File: src/rtl/nand_cpu_pkg.sv
// rtl/nand_cpu_pkg.sv - shared types for the nand_cpu memory-access stage
package nand_cpu_pkg;

    localparam int DATA_W  = 16;
    localparam int RADDR_W = 4;

    // Memory-access stage sequencing
    typedef enum logic [1:0] {
        IDLE   = 2'd0,
        ACCESS = 2'd1,
        RESP   = 2'd2
    } dmem_state_t;

    // Packet driven into the register-file write port
    typedef struct packed {
        logic               valid;
        logic               use_rw;
        logic [RADDR_W-1:0] rw_addr;
        logic [DATA_W-1:0]  data;
    } wb_pkt_t;

endpackage

File: src/rtl/dmem_timeout_ctr.sv
// rtl/dmem_timeout_ctr.sv - saturating wait counter that flags the last allowed ACCESS cycle
module dmem_timeout_ctr #(
    parameter int TIMEOUT = 255
) (
    input  logic clk,
    input  logic n_rst,
    input  logic i_clr,
    input  logic i_en,
    output logic o_expired
);

    localparam int               CNT_W  = $clog2(TIMEOUT + 1);
    localparam logic [CNT_W-1:0] C_MAX  = CNT_W'(TIMEOUT);
    localparam logic [CNT_W-1:0] C_LAST = CNT_W'(TIMEOUT - 1);

    logic [CNT_W-1:0] r_count;

    // Count waited cycles; clear wins over enable, and the count parks at TIMEOUT instead of wrapping
    always_ff @(posedge clk) begin
        if (!n_rst) begin
            r_count <= '0;
        end else if (i_clr) begin
            r_count <= '0;
        end else if (i_en && (r_count != C_MAX)) begin
            r_count <= r_count + CNT_W'(1);
        end
    end

    // High during the final cycle an access may wait before it is aborted
    assign o_expired = (r_count == C_LAST);

endmodule

File: src/rtl/d_mem_ctrl.sv
// rtl/d_mem_ctrl.sv - load/store memory stage: req/ack to data memory, stall and writeback packet
module d_mem_ctrl #(
    parameter int DATA_W  = nand_cpu_pkg::DATA_W,
    parameter int RADDR_W = nand_cpu_pkg::RADDR_W,
    parameter int TIMEOUT = 255
) (
    input  logic               clk,
    input  logic               n_rst,
    input  logic               in_valid,
    input  logic               in_load,
    input  logic               in_store,
    input  logic [DATA_W-1:0]  in_addr,
    input  logic [DATA_W-1:0]  in_wdata,
    input  logic [RADDR_W-1:0] in_rw_addr,
    output logic               stall,
    output logic               mem_req,
    output logic               mem_we,
    output logic [DATA_W-1:0]  mem_addr,
    output logic [DATA_W-1:0]  mem_wdata,
    input  logic               mem_ack,
    input  logic [DATA_W-1:0]  mem_rdata,
    output logic               wb_valid,
    output logic               wb_use_rw,
    output logic [RADDR_W-1:0] wb_rw_addr,
    output logic [DATA_W-1:0]  wb_data,
    output logic               err
);

    import nand_cpu_pkg::*;

    dmem_state_t        r_state;
    dmem_state_t        w_next_state;

    logic               w_open;
    logic               w_accept;
    logic               w_illegal;
    logic               w_cnt_en;
    logic               w_expired;

    logic [DATA_W-1:0]  r_mem_addr;
    logic [DATA_W-1:0]  r_mem_wdata;
    logic               r_we;
    logic [RADDR_W-1:0] r_rw_addr;
    logic [DATA_W-1:0]  r_rdata;
    logic               r_abort;
    logic               r_ill_err;

    wb_pkt_t            w_wb;

    // A new op is only looked at when no access is outstanding
    assign w_open    = (r_state == IDLE) || (r_state == RESP);
    assign w_accept  = w_open && in_valid && (in_load ^ in_store);
    assign w_illegal = w_open && in_valid && in_load && in_store;

    // The wait counter only advances on ACCESS cycles that did not see an ack
    assign w_cnt_en  = (r_state == ACCESS) && !mem_ack;

    dmem_timeout_ctr #(
        .TIMEOUT (TIMEOUT)
    ) u_timeout (
        .clk       (clk),
        .n_rst     (n_rst),
        .i_clr     (w_accept),
        .i_en      (w_cnt_en),
        .o_expired (w_expired)
    );

    // State register
    always_ff @(posedge clk) begin
        if (!n_rst) begin
            r_state <= IDLE;
        end else begin
            r_state <= w_next_state;
        end
    end

    // Next state: accept from IDLE/RESP, leave ACCESS on ack or on the last allowed wait cycle
    always_comb begin
        w_next_state = r_state;
        case (r_state)
            IDLE, RESP: begin
                w_next_state = w_accept ? ACCESS : IDLE;
            end
            ACCESS: begin
                if (mem_ack || w_expired) begin
                    w_next_state = RESP;
                end
            end
            default: begin
                w_next_state = IDLE;
            end
        endcase
    end

    // Outputs: request while ACCESS, one-cycle writeback packet in RESP, stall on accept or ACCESS
    always_comb begin
        w_wb    = '0;
        mem_req = 1'b0;
        stall   = w_accept;
        err     = r_ill_err;
        case (r_state)
            ACCESS: begin
                mem_req = 1'b1;
                stall   = 1'b1;
            end
            RESP: begin
                w_wb.valid   = 1'b1;
                w_wb.rw_addr = r_rw_addr;
                w_wb.use_rw  = !r_we && !r_abort;
                w_wb.data    = (!r_we && !r_abort) ? r_rdata : '0;
                err          = r_ill_err || r_abort;
            end
            default: begin
            end
        endcase
    end

    // Latch the op on accept; these stay stable for the whole ACCESS phase
    always_ff @(posedge clk) begin
        if (!n_rst) begin
            r_mem_addr  <= '0;
            r_mem_wdata <= '0;
            r_we        <= 1'b0;
            r_rw_addr   <= '0;
        end else if (w_accept) begin
            r_mem_addr  <= in_addr;
            r_mem_wdata <= in_wdata;
            r_we        <= in_store;
            r_rw_addr   <= in_rw_addr;
        end
    end

    // Capture load data on the ack edge and remember whether ACCESS ended by abort
    always_ff @(posedge clk) begin
        if (!n_rst) begin
            r_rdata <= '0;
            r_abort <= 1'b0;
        end else if (r_state == ACCESS) begin
            if (mem_ack && !r_we) begin
                r_rdata <= mem_rdata;
            end
            r_abort <= !mem_ack && w_expired;
        end
    end

    // An illegal op (load and store together) reports err one cycle later
    always_ff @(posedge clk) begin
        if (!n_rst) begin
            r_ill_err <= 1'b0;
        end else begin
            r_ill_err <= w_illegal;
        end
    end

    assign mem_we     = r_we;
    assign mem_addr   = r_mem_addr;
    assign mem_wdata  = r_mem_wdata;
    assign wb_valid   = w_wb.valid;
    assign wb_use_rw  = w_wb.use_rw;
    assign wb_rw_addr = w_wb.rw_addr;
    assign wb_data    = w_wb.data;

endmodule

File: config.mk
export PLATFORM = sky130hd
export DESIGN_NAME = d_mem_ctrl
export DESIGN_NICKNAME = d
export VERILOG_FILES = /design/src/rtl/nand_cpu_pkg.sv /design/src/rtl/dmem_timeout_ctr.sv /design/src/rtl/d_mem_ctrl.sv
export SDC_FILE = /design/constraint.sdc
export NUM_CORES = 1
export LEC_CHECK = 0
export CAP_MARGIN = 20
export CORE_UTILIZATION = 38
export DETAILED_ROUTE_END_ITERATION = 12
export PLACE_DENSITY = 0.86
export SLEW_MARGIN = 20
export SYNTH_ARGS = -nofsm -noshare
export SYNTH_HDL_FRONTEND = slang
export SYNTH_SLANG_ARGS = --single-unit
File: constraint.sdc
create_clock -name clk -period 1.2 [get_ports clk]
set_clock_uncertainty 0.05 [all_clocks]
set_input_delay 0.12 -clock clk [delete_from_list [all_inputs] [get_ports clk]]
set_output_delay 0.12 -clock clk [all_outputs]
set_load 0.02 [all_outputs]
# Word level (Yosys, flattened, before mapping)
# Index checks and enable logic that the tools add are counted.
[totals] reg_bits=65 in_bits=58 out_inout_bits=58 elab_cells=44
[classes] addsub=1 n_eq_ne=5 muxes=8 bitwise_logic=2 reduce_logical=19
[ops] op="$mux W22" count=1
[ops] op="$mux W16" count=1
[ops] op="$logic_and A1 B1 Y1" count=9
[ops] op="$add A8 B1 Y8 const B" count=1
[ops] op="$eq A8 B8 Y1 const B" count=1
[ops] op="$ne A8 B8 Y1 const B" count=1
[ops] op="$mux W1" count=4
[ops] op="$pmux W2 S2" count=1
[ops] op="$reduce_or A2 Y1" count=2
[ops] op="$logic_not A1 Y1" count=3
[ops] op="$logic_or A1 B1 Y1" count=3
[ops] op="$eq A2 B1 Y1 const B" count=1
[ops] op="$eq A2 B2 Y1 const B" count=1
[ops] op="$logic_not A2 Y1" count=1
[ops] op="$mux W2" count=1
[ops] op="$ne A2 B2 Y1 const B" count=1
[ops] op="$reduce_and A2 Y1" count=1
[ops] op="$not A1 Y1" count=1
[ops] op="$xor A1 B1 Y1" count=1

# Depth between registers and ports, before layout
[logic_depth] ltp_word=6 mapped_depth=6 mapped_depth_nobuf=5

# Hierarchy
# A second synthesis with hierarchy kept.
[hier_totals] cells_unflattened=331 hier_area_um2=2879.0
[by_module_without_submodules] mod="d_mem_ctrl" n_inst=1 cells_per_inst=278 area_per_inst_um2=2429.8 seq_area_each_um2=1141.1
[by_module_without_submodules] mod="dmem_timeout_ctr" n_inst=1 cells_per_inst=53 area_per_inst_um2=449.2 seq_area_each_um2=160.2

# Least setup slack after synthesis
# Ideal clock, no wire load.
[synth_path] kind="reg2out" startpoint="reg r_state[1]" endpoint="out wb_data[10]" t_arrival_ns=1.704 required_ns=1.030 path_slack_ns=-0.674 path_stages_with_launch=5 path_buffers=1 path_cell_list="dfxtp_1 -> nor2b_1 -> nor3b_4 -> buf_2 -> and2_1"
[synth_between] elab_chain_len=2
[synth_rtl] element="start: declaration" line_no="d_mem_ctrl.sv:31" rtl="dmem_state_t r_state;"
[synth_rtl] element="start signal: assignment" line_no="d_mem_ctrl.sv:73" rtl="r_state <= w_next_state;"
[synth_rtl] element="$eq A2 B2 Y1" line_no="d_mem_ctrl.sv:101" rtl="case (r_state)"
[synth_rtl] element="$mux W22" line_no="d_mem_ctrl.sv:101"
[synth_rtl] element="end: declaration" line_no="d_mem_ctrl.sv:25" rtl="output logic [DATA_W-1:0] wb_data,"
# Every way passes these cells.

# Final worst setup path
[layout_path] startpoint="reg r_state[1]" endpoint="out wb_data[13]"
# Same word-level chain as after synthesis.

==> qor.csv <==
stage,metric,value,unit
worst_setup_path,Buf/Inv on CP,2,
clocking,Root Driver,clkbuf_8,
sta,"Hold Vio Cnt, Final",0,
synth,area share of the largest cell type after synthesis,48.0,%
flow_run,total of max-cap violations,0,
synth,Unique masters post-synth,35,
power_and_ir_drop,Leakage,2.11,nW
worst_setup_path,Max stage delay on crit path,340,ps
route,Final Routed Wirelength,8630,µm
sta,Max Freq,0.581,GHz
sta,RSZ-0062 raised after global routing,true,
final_layout,Final Net Count,548,
hold_path,worst hold start,n_rst,
die,Die Span Y,86.5,µm
worst_setup_path,"CP delay by family, top",simple AND/OR/NAND/NOR gates,
clocking,later-pin clock latency in the skew report,340,ps
final_layout,diode count,0,
worst_setup_path,worst-path fanout max,6,
global_route,initial antenna violation count,0,
synth,Syn Nets,386,
global_route,first-pass GRT wire length,13400,µm
route,drt wl/cell,14.6,µm
sta,setup tns final,-31860,ps
final_layout,Util after Layout,73.6,%
sta,Slew @ Worst Pin,382,ps
power_and_ir_drop,overall power,5.40,mW
power_and_ir_drop,peak supply drop,718,µV
synth,"area leader, netlist",dfxtp_1,
synth,most frequent cell after synthesis,nand2_1,
sta,Max Slew Vio Count,0,
clocking,CTS buffer count,9,
die,Starting Density,39.7,%
global_route,vias in the first global route,2926,
synth,Synth Register Bits,65,
die,Core Footprint,6830,µm²
die,num rows,30,
final_layout,Layout area overhead,85.6,%
synth,Synth Instances,326,
sta,"Setup violations, final",90,
worst_setup_path,Critical Path Start,r_state[1],
route,vias per inst,4.82,
worst_setup_path,Worst R2R Start,r_state[0],
global_route,largest net degree at the start of global routing,20,
route,# DRC,0,
worst_setup_path,cell mode on critical path,buf_6,
global_route,GRT Total Usage,23.5,%
final_layout,"Cell Count, Final, Fillers Out",589,
worst_setup_path,Setup CP Type,register to output port,
route,Antenna Nets Post-Route,0,
clocking,H-tree Lvls,3,
worst_setup_path,arrival time worst endpoint,1550,ps
worst_setup_path,CP startpoint kind,register,
route,Detailed Route Iter0 Violations,102,
clocking,clk buf depth,2,
die,die area,7480,µm²
worst_setup_path,WP data required,1030,ps
final_layout,layout cell share with drive strength beyond 1,44.2,%
synth,register area share after synthesis,48.0,%
worst_setup_path,CP max stage cell,dfxtp_2,
synth,prevailing post-synth register cell,dfxtp_1,
synth,Syn Area/Cell,8.32,µm²
die,I/O pins,116,
place,Cells after DPL,554,
sta,period utilization,143,%
run_status,failing checks,setup timing,
synth,Mapped Area,2710,µm²
sta,headroom to the max-slew limit,74.5,%
synth,synth top area cells,"dfxtp_1 (48%), nand2_1 (16%), a21boi_0 (14%)",
synth,Syn. warnings,0,
route,DR pass1 iterations,4,
sta,crit path time final,1720,ps
clocking,TritonCTS clock tree,yes,
synth,Post-synth top cells,"nand2_1 (118), dfxtp_1 (65), a21boi_0 (52)",
run_status,status,"complete, but fails checks",
global_route,total grt overflow,0,
clocking,Clock Sinks,65,
hold_path,Hold Path Class,input pin to register,
final_layout,Fillers,490,
place,HPWL after DPL,5270,µm
worst_setup_path,CP endpoint kind,output port,
die,Die W,86.5,µm
place,PortBufs,115,
worst_setup_path,crit path cell chain,"nor2b_4, nor3b_4, buf_6, and2_4, buf_6",
power_and_ir_drop,Cell Pwr Density,1070,nW/µm²
place,GP Congestion,0.852,
sta,post-route setup slack,-520,ps
sta,Fin Hold WS,80.7,ps
synth,"FFs w/ async S/R, synth",0,%
clocking,"Reg clk slew, reported paths",70,ps
route,via count,2840,
synth,Post-synth EDFFs,0,
[power by group]
group          switching (mW)  total [mW]  internal (mW)
Combinational           0.496        1.08          0.579
Clock                   0.870        2.01           1.14
Sequential             0.0602        2.31           2.25
Total                    1.43        5.40           3.97
[placed cells by master, fill, tap and decap left out, types with 3 or more instances in the layout]
master | synthesis | final
buf_8 | 0 | 6
buf_4 | 1 | 25
nor2b_4 | 0 | 3
o21ai_1 | 0 | 3
nand3_1 | 5 | 5
and2_4 | 0 | 18
clkbuf_8 | 0 | 10
nor2_1 | 6 | 5
a21boi_1 | 1 | 34
a21boi_2 | 0 | 19
clkdlybuf4s15_1 | 0 | 11
dfxtp_2 | 0 | 5
and2_1 | 22 | 4
buf_6 | 0 | 42
buf_12 | 0 | 4
nand2_4 | 0 | 16
nand2_1 | 118 | 77
nand2_2 | 0 | 25
clkbuf_2 | 0 | 21
dfxtp_1 | 65 | 58
clkdlybuf4s50_1 | 0 | 56
[registers in the layout, summed over array words and instances (netlist names)]
register / flops
mem_addr: 16
mem_wdata: 16
mem_we: 1
r_abort: 1
r_ill_err: 1
r_rdata: 16
r_rw_addr: 4
r_state: 2
u_timeout.r_count: 8
[routing by layer]
layer / up-vias / share of wire [%] / GRT usage [%] / routed length [µm]
li1: 1406 / - / - / -
met5: - / 0 / 0 / 0
met2: 92 / 51 / 42.4 / 4420
met4: 0 / 2.7 / 11.1 / 231
met3: 21 / 5.4 / 5.05 / 462
met1: 1321 / 41 / 26.2 / 3510
[worst reg2reg max path: stages, from the launching register on]
cell	delay, ps
dfxtp_2	380
buf_6	100
buf_6	110
nor3b_4	300
and4_4	290
a31oi_1	70
a311oi_1	240
[metrics by stage]
step / worst slack [ps] / area (µm²)
after floorplan: -213 / 2790
after global placement: -697 / 4220
after detailed placement: -761 / 4220
after CTS: -489 / 4820
after global routing: -603 / 5030
final: -520 / 5030
[area by class of cell]
class	count	area [µm²]	share of cell area (%)
Multi-Input combinational cell	241	1710	34.0
Timing Repair Buffer	168	1660	32.9
Sequential cell	65	1320	26.1
Clock buffer	12	166	3.31
Tap cell	96	120	2.39
Clock inverter	4	48.8	0.970
Inverter	3	13.8	0.274
[kinds of logic after synthesis]
logic type / after synthesis / synth area share (%)
AND/OR/NAND/NOR: 167 / 28.0
flip-flops: 65 / 48.0
multiplexers: 1 / 0.369
adder cells (fa/ha/maj): 2 / 0.923
buffers and inverters: 20 / 3.23
AO/OA/AOI/OAI: 69 / 18.8
XOR/XNOR: 2 / 0.646
[repair_timing]
item                                    CTS  global route
pin swaps                                39            51
resized for setup                       321           121
endpoints found under the setup margin  122           122
hold buffers                              0             0
gates cloned                              8             0
buffers inserted                          8            11
[worst paths after layout]
path | slack (ps) | cells past startpoint | endpoint
min reg2reg | 400 | 2 | mem_addr[4]
max reg2reg | -430 | 6 | u_timeout.r_count[7]
max | -520 | 5 | wb_data[13]
min | 80 | 3 | u_timeout.r_count[5]
Power figures use the tool's default switching activity.
